<file path="config.mk">
export PLATFORM = sky130hd
export DESIGN_NAME = dff_bank_arbiter
export DESIGN_NICKNAME = d
export VERILOG_FILES = /design/src/rtl/dff_bank_arbiter.sv
export SDC_FILE = /design/constraint.sdc
export NUM_CORES = 1
export LEC_CHECK = 0
export ABC_AREA = 1
export CAP_MARGIN = 15
export CORE_AREA = 3 3 83 93
export DETAILED_ROUTE_END_ITERATION = 7
export DIE_AREA = 0 0 86 96
export HOLD_SLACK_MARGIN = 0.15
export SYNTH_ARGS = -nofsm -noshare
export SYNTH_HDL_FRONTEND = slang
export SYNTH_SLANG_ARGS = --single-unit
export TNS_END_PERCENT = 10
</file>
<file path="constraint.sdc">
create_clock -name CLK -period 2.6 [get_ports CLK]
set_input_delay 0.65 -clock CLK [delete_from_list [all_inputs] [get_ports CLK]]
set_output_delay 0.65 -clock CLK [all_outputs]
set_load 0.01 [all_outputs]
</file>
<file path="src/rtl/dff_bank_arbiter.sv">
// ---------------------------------------------------------------------------
// dff_bank_arbiter : round-robin, 4-phase REQ/ACK owner of a shared DFF bank
//                    with write/readback verification.
// Revision 1.0
// ---------------------------------------------------------------------------
`default_nettype none

module dff_bank_arbiter #(
   parameter int NREQ  = 4,
   parameter int WIDTH = 8
) (
   input  logic                  CLK,
   input  logic                  RST_N,
   input  logic [NREQ-1:0]       REQ,
   input  logic [NREQ*WIDTH-1:0] DIN,
   input  logic [WIDTH-1:0]      Q,
   output logic [WIDTH-1:0]      D,
   output logic                  ENA,
   output logic [NREQ-1:0]       GNT,
   output logic [NREQ-1:0]       ACK,
   output logic [WIDTH-1:0]      RDATA,
   output logic                  BUSY,
   output logic                  ERR
);

   localparam int IDXW = (NREQ > 1) ? $clog2(NREQ) : 1;

   typedef enum logic [1:0] {
      S_IDLE    = 2'd0,
      S_WRITE   = 2'd1,
      S_VERIFY  = 2'd2,
      S_RELEASE = 2'd3
   } state_t;

   state_t            state_q, state_d;
   logic [IDXW-1:0]   last_q, last_d;
   logic [IDXW-1:0]   owner_q, owner_d;
   logic [NREQ-1:0]   gnt_q, gnt_d;
   logic [NREQ-1:0]   ack_q, ack_d;
   logic [WIDTH-1:0]  wdata_q, wdata_d;
   logic [WIDTH-1:0]  rdata_q, rdata_d;
   logic              ena_q, ena_d;
   logic              err_q, err_d;

   logic [WIDTH-1:0]  din_arr [NREQ];
   logic              sel_found;
   logic [IDXW-1:0]   sel_idx;
   logic [IDXW-1:0]   cand_idx;
   int                cand;

   for (genvar i = 0; i < NREQ; i++) begin : g_unpack
      assign din_arr[i] = DIN[i*WIDTH +: WIDTH];
   end

   // Round-robin search starting one past the last served requester.
   always_comb begin
      sel_found = 1'b0;
      sel_idx   = '0;
      cand      = 0;
      cand_idx  = '0;
      for (int k = 1; k <= NREQ; k++) begin
         cand = int'(last_q) + k;
         if (cand >= NREQ) begin
            cand = cand - NREQ;
         end
         cand_idx = IDXW'(cand);
         if (!sel_found && REQ[cand_idx]) begin
            sel_found = 1'b1;
            sel_idx   = cand_idx;
         end
      end
   end

   always_comb begin
      state_d = state_q;
      last_d  = last_q;
      owner_d = owner_q;
      gnt_d   = gnt_q;
      ack_d   = '0;
      wdata_d = wdata_q;
      rdata_d = rdata_q;
      ena_d   = 1'b0;
      err_d   = err_q;
      case (state_q)
         S_IDLE: begin
            if (sel_found) begin
               gnt_d          = '0;
               gnt_d[sel_idx] = 1'b1;
               owner_d        = sel_idx;
               wdata_d        = din_arr[sel_idx];
               ena_d          = 1'b1;
               state_d        = S_WRITE;
            end
         end
         S_WRITE: begin
            // ACK is registered here so it is visible during VERIFY.
            ack_d   = gnt_q;
            state_d = S_VERIFY;
         end
         S_VERIFY: begin
            rdata_d = Q;
            if (Q != wdata_q) begin
               err_d = 1'b1;
            end
            last_d  = owner_q;
            state_d = S_RELEASE;
         end
         S_RELEASE: begin
            if (!REQ[owner_q]) begin
               gnt_d   = '0;
               state_d = S_IDLE;
            end
         end
         default: begin
            state_d = S_IDLE;
         end
      endcase
   end

   always_ff @(posedge CLK or negedge RST_N) begin
      if (!RST_N) begin
         state_q <= S_IDLE;
         last_q  <= IDXW'(NREQ - 1);
         owner_q <= '0;
         gnt_q   <= '0;
         ack_q   <= '0;
         wdata_q <= '0;
         rdata_q <= '0;
         ena_q   <= 1'b0;
         err_q   <= 1'b0;
      end else begin
         state_q <= state_d;
         last_q  <= last_d;
         owner_q <= owner_d;
         gnt_q   <= gnt_d;
         ack_q   <= ack_d;
         wdata_q <= wdata_d;
         rdata_q <= rdata_d;
         ena_q   <= ena_d;
         err_q   <= err_d;
      end
   end

   assign D     = wdata_q;
   assign ENA   = ena_q;
   assign GNT   = gnt_q;
   assign ACK   = ack_q;
   assign RDATA = rdata_q;
   assign BUSY  = (state_q != S_IDLE);
   assign ERR   = err_q;

endmodule

`default_nettype wire

</file>
## Yosys cells after proc, flatten, opt, wreduce, memory -nomap -nowiden

Index checks and enable logic that the tools add are counted.

- RAM bits: 0
- ROM bits: 0
- Output and inout port bits: 27
- Logic and storage cells: 86
- Bits in latches: 0
- Memories kept: 0
- Register bits after elaboration: 32
- Input bits: 46

- Div/mod/pow operators: 0
- Equal/unequal tests: 6
- Bitwise logic cells: 1
- Shift operators: 0
- Magnitude comparators: 12
- Mux-type cells: 36
- $add $sub $neg: 8
- Reduce and logical (&&, ||, !) cells: 14
- $mul: 0

Operators with widths:

| kind | count |
|---|---|
| $mux W2 | 10 |
| $lt A2 B3 Y1 const B | 6 |
| $bmux W8 S2 | 1 |
| $mux W8 | 2 |
| $ge A3 B3 Y1 const B | 4 |
| $mux W1 | 12 |
| $mux W4 | 3 |
| $bmux W1 S2 | 5 |
| $ne A8 B8 Y1 | 1 |
| $pmux W2 S4 | 1 |
| $pmux W4 S2 | 1 |
| $sub A2 B1 Y2 const B | 4 |
| $add A2 B2 Y3 const B | 2 |
| $reduce_and A2 Y1 | 3 |
| $add A2 B3 Y4 const B | 1 |
| $eq A2 B2 Y1 const B | 2 |
| $ge A4 B3 Y1 const B | 1 |
| $logic_and A1 B1 Y1 | 4 |
| $ne A2 B2 Y1 const B | 2 |
| $reduce_bool A2 Y1 | 2 |
| $add A2 B1 Y3 const B | 1 |
| $logic_not A1 Y1 | 3 |
| $not A2 Y3 | 1 |
| $reduce_and A3 Y1 | 1 |
| other kinds (4) | 4 |

## Logic depth before layout (Yosys ltp)

Gate-level depths: netlist of the first run.

- Depth in word-level cells: 21
- Depth in mapped cells: 17

## Least setup slack after synthesis of the first run

Ideal clock, no wire load.

- Path type: register to register
- From: register last_q[0]
- To: register wdata_q[0] (netlist: D[0])
- Cell stages (with the launch flop): 18
- Data required time: 2.484 ns
- Setup slack: 0.801 ns
- Arrival time: 1.682 ns
- Period minus slack after synthesis: 1.799 ns
- Path through: dfstp_2 > buf_6 > inv_8 > nand2_4 > nand2_2 > nand2_1 > nand2_2 > inv_1 > nand2_1 > nand2_4 > nand3_2 > buf_4 > nand2_1 > nand2_1 > nand2_1 > nand2_1 > nand2_1 > nand2_1

- Cells in the longest elaborated chain, start to end: 19
- Elaborated cells on any way between the ends: 43
- Classes of those cells: 8 x add/sub; 4 x order compare; 23 x mux; 1 x bitwise; 7 x reduce/logical

Ends and longest elaborated chain:

| item | line | source |
|---|---|---|
| from (decl) | 36 | `logic [IDXW-1:0] last_q, last_d;` |
| from (signal assigned) | 123 | `last_q <= IDXW'(NREQ - 1);` |
| from (signal assigned) | 133 | `last_q <= last_d;` |
| $add A2 B1 Y3 | 62 | `cand = int'(last_q) + k;` |
| $ge A3 B3 Y1 or $sub A2 B1 Y2 (tied branches) | 63, 64 |  |
| $mux W2 | 63 | `if (cand >= NREQ) begin` |
| $bmux W1 S2 | 67 | `if (!sel_found && REQ[cand_idx]) begin` |
| $mux W1 (implied by the code) | 67 |  |
| $mux W1 | 67 |  |
| $logic_not A1 Y1 | 67 |  |
| $logic_and A1 B1 Y1 | 67 |  |
| (+2 left out) | n/a |  |
| $logic_and A1 B1 Y1 | 67 |  |
| $mux W1 | 67 |  |
| $logic_not A1 Y1 | 67 |  |
| $logic_and A1 B1 Y1 | 67 |  |
| $mux W2 | 67 |  |
| $not A2 Y3 (implied by the code) | 90 | `wdata_d = din_arr[sel_idx];` |
| $bmux W8 S2 | 90 |  |
| $mux W8 (implied by the code) (2 in series) | 90 |  |
| to (signal assigned) | 137 | `wdata_q <= wdata_d;` |
| to (decl) | 40 | `logic [WIDTH-1:0] wdata_q, wdata_d;` |

Parallel ways exist; a longest one is shown, timed or not. The select of a mux whose other input is x is not followed.
A chain may end at the register's enable or synchronous reset.

## Final worst setup path of the first run

- From: register state_q[0]
- To: output BUSY

- Cells in the longest elaborated chain, start to end: 1

Ends and longest elaborated chain:

| item | line | source |
|---|---|---|
| from (decl) | 35 | `state_t state_q, state_d;` |
| from (signal assigned) | 132 | `state_q <= state_d;` |
| $reduce_bool A2 Y1 | 149 | `assign BUSY = (state_q != S_IDLE);` |
| to (decl) | 22 | `output logic BUSY,` |

Every way passes these cells.

==> results of run 1 <==
[metal layers]
layer | track usage | wire length (µm)
met5 | 0 | 0
met2 | 0.2102 | 2401
met4 | 0.03166 | 46
met1 | 0.1768 | 2510
met3 | 0.02397 | 224
[state kept, by name (all words and copies together) (netlist names)]
signal / flops
GNT: 4
last_q: 2
RDATA: 8
ERR: 1
owner_q: 2
ENA: 1
D: 8
state_q: 2
ACK: 4
[metrics by stage]
step                      instances  setup WS, ns  hold WS, ns  total power [W]  utilization
after CTS                       437        0.2533       0.4907         0.003714       0.4308
after floorplan                 276        0.8010       0.3544         0.002471            -
after detailed placement        429       0.03834       0.4762         0.003186       0.4126
after global placement          429       0.08513       0.4510         0.003157       0.4126
after global routing            437       0.04973       0.5284         0.004061       0.4308
final                           437        0.2687       0.4785         0.003678       0.4308
[worst paths after layout]
path	startpoint	endpoint	slack, ns	cells past startpoint
max in group asynchronous	RST_N	last_q[1]$_DFFE_PN1P_	1.51	2
min in group asynchronous	RST_N	RDATA[5]$_DFFE_PN0P_	0.77	2
worst min register to register	ERR$_DFFE_PN0P_	ERR$_DFFE_PN0P_	0.48	2
worst max register to register	last_q[0]$_DFFE_PN1P_	D[2]$_DFFE_PN0P_	0.40	15
worst min-delay path	ERR$_DFFE_PN0P_	ERR$_DFFE_PN0P_	0.48	2
worst max-delay path	state_q[0]$_DFFE_PN0P_	BUSY	0.27	4
[layout make-up]
cell class                 instances  area [µm²]
fill                             703        3943
timing repair buffer              79       773.2
inverter                          21       88.84
sequential                        32       803.3
tap                               85       106.4
multi-input combinational        212        1086
clock inverter                     1       30.03
clock buffer                       7       96.34
[cell usage in the layout (no fill, tap or decap), drive strengths merged]
cell             n
nand2          130
clkdlybuf4s50   72
dfrtp           30
inv             21
nand4           17
nand3           14
o21ai           13
nor2             9
a21oi            8
mux2             7
clkbuf           7
buf              7
xnor2            6
ha               5
dfstp            2
or2              1
o31ai            1
nor3             1
bufinv           1
[power by group through the flow]
stage	Clock [W]	Sequential (W)	Combinational (W)
3_3_place_gp	0	0.000902	0.00226
5_1_grt	0.000548	0.000927	0.00259
4_1_cts	0.000526	0.000900	0.00229
3_5_place_dp	0	0.000908	0.00228
2_1_floorplan	0	0.000900	0.00157
6_report	0.000515	0.000899	0.00226
[worst register-to-register path: cells and delay by family (launching register included)]
kind          cells  cell delay, ns
buf+inv           2            0.19
flops             1            0.71
simple gates     13            1.21
[synth_stat cells (2+ instances only)]
| library cell | n |
|---|---|
| buf_4 | 2 |
| inv_2 | 2 |
| buf_6 | 2 |
| inv_1 | 17 |
| buf_2 | 5 |
| ha_1 | 5 |
| a21oi_1 | 7 |
| mux2_2 | 7 |
| nand3_1 | 11 |
| nand2_2 | 7 |
| nand3_2 | 2 |
| o21ai_0 | 11 |
| clkbuf_1 | 2 |
| dfstp_2 | 2 |
| nor2_1 | 8 |
| nand2_4 | 2 |
| nand2_1 | 121 |
| nand4_1 | 17 |
| dfrtp_1 | 30 |
| xnor2_1 | 6 |
[cells by family (layout without fill, tap and decap cells)]
family / count (synthesis) / in the layout / share of synthesized area
AO/OA/AOI/OAI: 22 / 22 / 0.05864
XOR/XNOR: 6 / 6 / 0.02566
adder cells (fa/ha/maj): 5 / 5 / 0.03054
buffers and inverters: 32 / 108 / 0.07758
flip-flops: 32 / 32 / 0.3922
multiplexers: 7 / 7 / 0.03849
AND/OR/NAND/NOR: 172 / 172 / 0.3769
==> impl_metrics.yaml, run 1 <==
worst_setup_path:
  path_buf_inv: 3
  slowest_stage: "clkdlybuf4s50_1"
  critical_path.max_fanout: 4
  cpLargestDelayFamily: "buffers and inverters"
  worstPathArrival_ns: 1.68
  crit_chain: "inv_1, ha_1, inv_1, clkdlybuf4s50_1"
  criticalPathCategory: "register to output pin"
  slowest_delay_ns: 0.55
  path_common_cell: "inv_1"
  crit_required_ns: 1.95
  startpoint_type: "register"
  cp-end-kind: "output pin"
sta:
  timing.fmax_mhz: 428.9
  period_share: 0.8967
  worst_pin_slew_ns: 0.6218
  fin_crit_ns: 2.331
  fin_skew_ns: 0.008450
  rsz0062_at_grt: "no"
  hold_viol: 0
  finalSetupTns_ns: 0
  slew_viol_final: 0
  finalSetupViolCount: 0
  slew_headroom: 0.5855
yosys:
  synth-seq-area-share: 0.3922
  async_flop_share: 1.000
  syn_area_per_cell_um2: 7.421
  yosysTopAreaCell: "dfrtp_1"
  synth_edf_count: 0
  syn_nets: 327
  yosys_warnings: 0
  ys_types: 30
  ys.flop_type: "dfrtp_1"
  synth_area_mm2: 0.002048
  ys_ff_latch: 32
  synthCells: 276
  synthTopCellsByArea: "dfrtp_1, nand2_1, nand4_1"
  yosys.area.top_type_share: 0.3665
job:
  max-cap-violations: 0
die:
  die_area_mm2: 0.008256
  coreArea_mm2: 0.006927
  start_util: 0.2957
  fp.dieW_um: 86
  rows: 32
  io-pin-count: 73
  die_h_um: 96
power_and_ir_drop:
  seqPwrFrac: 0.244
  p_sw_w: 0.001648
  p_leak_nw: 1.478
  power.clock.fraction: 0.140
  swShare: 0.4481
  power_density_mw_per_mm2: 1232
  p_comb_frac: 0.615
  internal-power_w: 0.002030
  peakVddDrop_mv: 0.4782
cts:
  hold_buffers: 0
  clock_latency_ns: 0.28
  clk_pin_slew_ns: 0.07
  cts_root_buf: "clkbuf_8"
  cts_sinks: 32
  clk_path_buf_depth: 2
  cts_buffers: 5
  cts-resized-gates: 0
  cts_setup_buffers: 0
  cts_max_level: 2
  cts_tree: "yes"
detailed_routing:
  ant_nets: 0
  drc: 0
  drt-vias-per-instance: 4.481
  drt_iter0_drc: 77
  post_drt_wl_per_cell_um: 11.86
  drt_wl_total_mm: 5.183
  vias: 1958
  drt_first_pass_iters: 4
global_routing:
  grt_pass1_vias: 1955
  grt_pass1_wl_mm: 8.804
  gr-usage-all-layers: 0.1292
  antenna_found_initial: 0
  grt_max_degree: 33
  overflow: 0
placed_design:
  gp_routability_congestion: 0.8479
  portBuffers: 72
  dp_hpwl_mm: 4.118
  dpl_cell_area_mm2: 0.002858
cells_and_area:
  diodes: 0
  layout-drive-gt1-share: 0.1250
  nNetsFinal: 402
  fin_area_mm2: 0.002984
  syn2layout_area_growth_pct: 45.69
worst_hold_path:
  min_path_type: "register to register"
status:
  outcome: "finished clean"
(Power assumes the default switching activity.)
==> inputs of run 2 (changes only) <==
==> constraint.sdc (replaced) <==
create_clock -name CLK -period 2.9 [get_ports CLK]
set_input_delay 0.725 -clock CLK [delete_from_list [all_inputs] [get_ports CLK]]
set_output_delay 0.725 -clock CLK [all_outputs]
set_load 0.01 [all_outputs]
==> run 2 against run 1 <==
  * Clock power is 10% lower
  * Routed wire length fell by 1.9%
  * Clock skew decreased by 0.0056 ns
  * Sequential power fell by 11%
  * Sequential share of layout area rose by 0.14 points
  * Largest power group unchanged
  * Setup slack improved by 0.16 ns
  * Design area decreased by 0.50%
==> impl_metrics.yaml, run 2 (synthesis results as in run 1) <==
status:
  outcome: "finished clean"
die:
  die_h_um: 96
  rows: 32
  coreArea_mm2: 0.006927
  fp.dieW_um: 86
  io-pin-count: 73
  die_area_mm2: 0.008256
  start_util: 0.2957
cts:
  cts_setup_buffers: 0
  cts_buffers: 5
  hold_buffers: 0
  cts_root_buf: "clkbuf_8"
  clock_latency_ns: 0.28
  clk_pin_slew_ns: 0.06
  cts-resized-gates: 0
  clk_path_buf_depth: 2
  cts_tree: "yes"
  cts_sinks: 32
  cts_max_level: 2
power_and_ir_drop:
  p_sw_w: 0.001469
  internal-power_w: 0.001796
  seqPwrFrac: 0.246
  power.clock.fraction: 0.141
  swShare: 0.4499
  p_leak_nw: 1.469
  p_comb_frac: 0.613
  peakVddDrop_mv: 0.4180
  power_density_mw_per_mm2: 1100
sta:
  finalSetupViolCount: 0
  finalSetupTns_ns: 0
  hold_viol: 0
  timing.fmax_mhz: 404.6
  slew_viol_final: 0
  fin_skew_ns: 0.002807
  rsz0062_at_grt: "no"
  period_share: 0.8522
  slew_headroom: 0.5926
  whs_ns: 0.4735
  worst_pin_slew_ns: 0.6111
  fin_crit_ns: 2.471
detailed_routing:
  post_drt_wl_per_cell_um: 11.69
  drc: 0
  ant_nets: 0
  vias: 1949
  drt-vias-per-instance: 4.480
  drt_first_pass_iters: 6
  drt_wl_total_mm: 5.084
  drt_iter0_drc: 78
worst_setup_path:
  crit_start: "REQ[1]"
  cp-end-kind: "register"
  critical_path.max_fanout: 20
  r2r-start: "last_q[0]$_DFFE_PN1P_"
  ff2ff_setup_slack_ns: 0.58
  r2r.worst_path.cells: 15
  crit_chain: "clkdlybuf4s50_1, nand2_2, nand2_2, nand2_1, nand2_2, inv_1, nand2_1, nand2_4, nand3_2, nand2_1, nand2_1, nand2_1, nand2_1, nand2_1, nand2_1"
  endpoint: "D[2]$_DFFE_PN0P_"
  r2r_end: "D[2]$_DFFE_PN0P_"
  worstPathArrival_ns: 2.65
  slowest_stage: "clkdlybuf4s50_1"
  slowest_delay_ns: 0.47
  crit_required_ns: 3.07
  criticalPathCategory: "input port to register"
  path_common_cell: "nand2_1"
  startpoint_type: "input port"
global_routing:
  gr-usage-all-layers: 0.1268
  grt_pass1_vias: 1902
  antenna_found_initial: 0
  grt_pass1_wl_mm: 8.521
  overflow: 0
  grt_max_degree: 33
cells_and_area:
  diodes: 0
  layout-drive-gt1-share: 0.1200
  nNetsFinal: 400
  syn2layout_area_growth_pct: 44.96
  layout_common_cells: "nand2_1, clkdlybuf4s50_1, dfrtp_1"
  final_common_cell: "nand2_1"
placed_design:
  gp_routability_congestion: 0.8417
  portBuffers: 72
  dp_hpwl_mm: 4.017
job:
  max-cap-violations: 0
worst_hold_path:
  min_path_type: "register to register"
## run 2: changes by cell type in the layout (fill, tap and decap cells not counted)
cell	previous run	this run
buf_4	7	5
## run 2: stage by stage
stage / std cells / utilization / area [µm²] / setup slack, ns / power (W)
after floorplan: 276 / - / 2048 / 1.040 / 0.002215
after global placement: 427 / 0.4104 / 2843 / 0.1882 / 0.002790
after detailed placement: 427 / 0.4104 / 2843 / 0.1263 / 0.002825
after CTS: 435 / 0.4286 / 2969 / 0.4243 / 0.003298
after global routing: 435 / 0.4286 / 2969 / 0.1067 / 0.003603
final: 435 / 0.4286 / 2969 / 0.4286 / 0.003265
## run 2: power groups by stage
stage                     Clock [W]  Sequential (W)  Combinational (W)
after floorplan                   0        0.000807            0.00141
after global placement            0        0.000807            0.00198
after detailed placement          0        0.000815            0.00201
after CTS                  0.000471        0.000807            0.00202
after global routing       0.000493        0.000831            0.00228
final                      0.000461        0.000804            0.00200
## run 2: area by class of cell
type | count | area (µm²)
fill | 701 | 3958
sequential | 32 | 803.3
multi-input combinational | 212 | 1086
tap | 85 | 106.4
clock buffer | 7 | 96.34
clock inverter | 1 | 30.03
inverter | 21 | 88.84
timing repair buffer | 77 | 758.2
## run 2: worst max-delay path: cells and delay by family
kind / cells / cell delay (ns)
AND/OR/NAND/NOR: 13 / 1.35
buffers and inverters: 2 / 0.55
## run 2: how the worst min path moves through the flow
stage                               start                to  slack (ns)  cells past startpoint
after floorplan                     RST_N  ACK[0]$_DFF_PN0_        0.43                      0
final                     ERR$_DFFE_PN0P_   ERR$_DFFE_PN0P_        0.47                      2
after global routing      ERR$_DFFE_PN0P_   ERR$_DFFE_PN0P_        0.50                      2
after CTS                 ERR$_DFFE_PN0P_   ERR$_DFFE_PN0P_        0.49                      2
after detailed placement  ERR$_DFFE_PN0P_   ERR$_DFFE_PN0P_        0.47                      2
after global placement    ERR$_DFFE_PN0P_   ERR$_DFFE_PN0P_        0.45                      2
## run 2: routing by layer
layer | wire length (µm) | share of wire | global-route usage | up-vias
met3 | 289 | 0.057 | 0.02654 | 4
met1 | 2383 | 0.47 | 0.1686 | 854
met5 | 0 | 0 | 0 | -
met4 | 66 | 0.013 | 0.04090 | 0
li1 | - | - | - | 1031
met2 | 2345 | 0.46 | 0.2057 | 60
==> inputs of run 3 (changes only) <==
--- a/config.mk
+++ b/config.mk
@@ -6,8 +6,10 @@
 export NUM_CORES = 1
 export LEC_CHECK = 0
 export ABC_AREA = 1
+export ABC_CLOCK_PERIOD_IN_PS = 2900
 export CAP_MARGIN = 15
 export CORE_AREA = 3 3 83 93
+export CTS_CLUSTER_SIZE = 16
 export DETAILED_ROUTE_END_ITERATION = 7
 export DIE_AREA = 0 0 86 96
 export HOLD_SLACK_MARGIN = 0.15
==> results of run 3 <==
No change in the layout: final DEF, timing and power equal those of run 2.
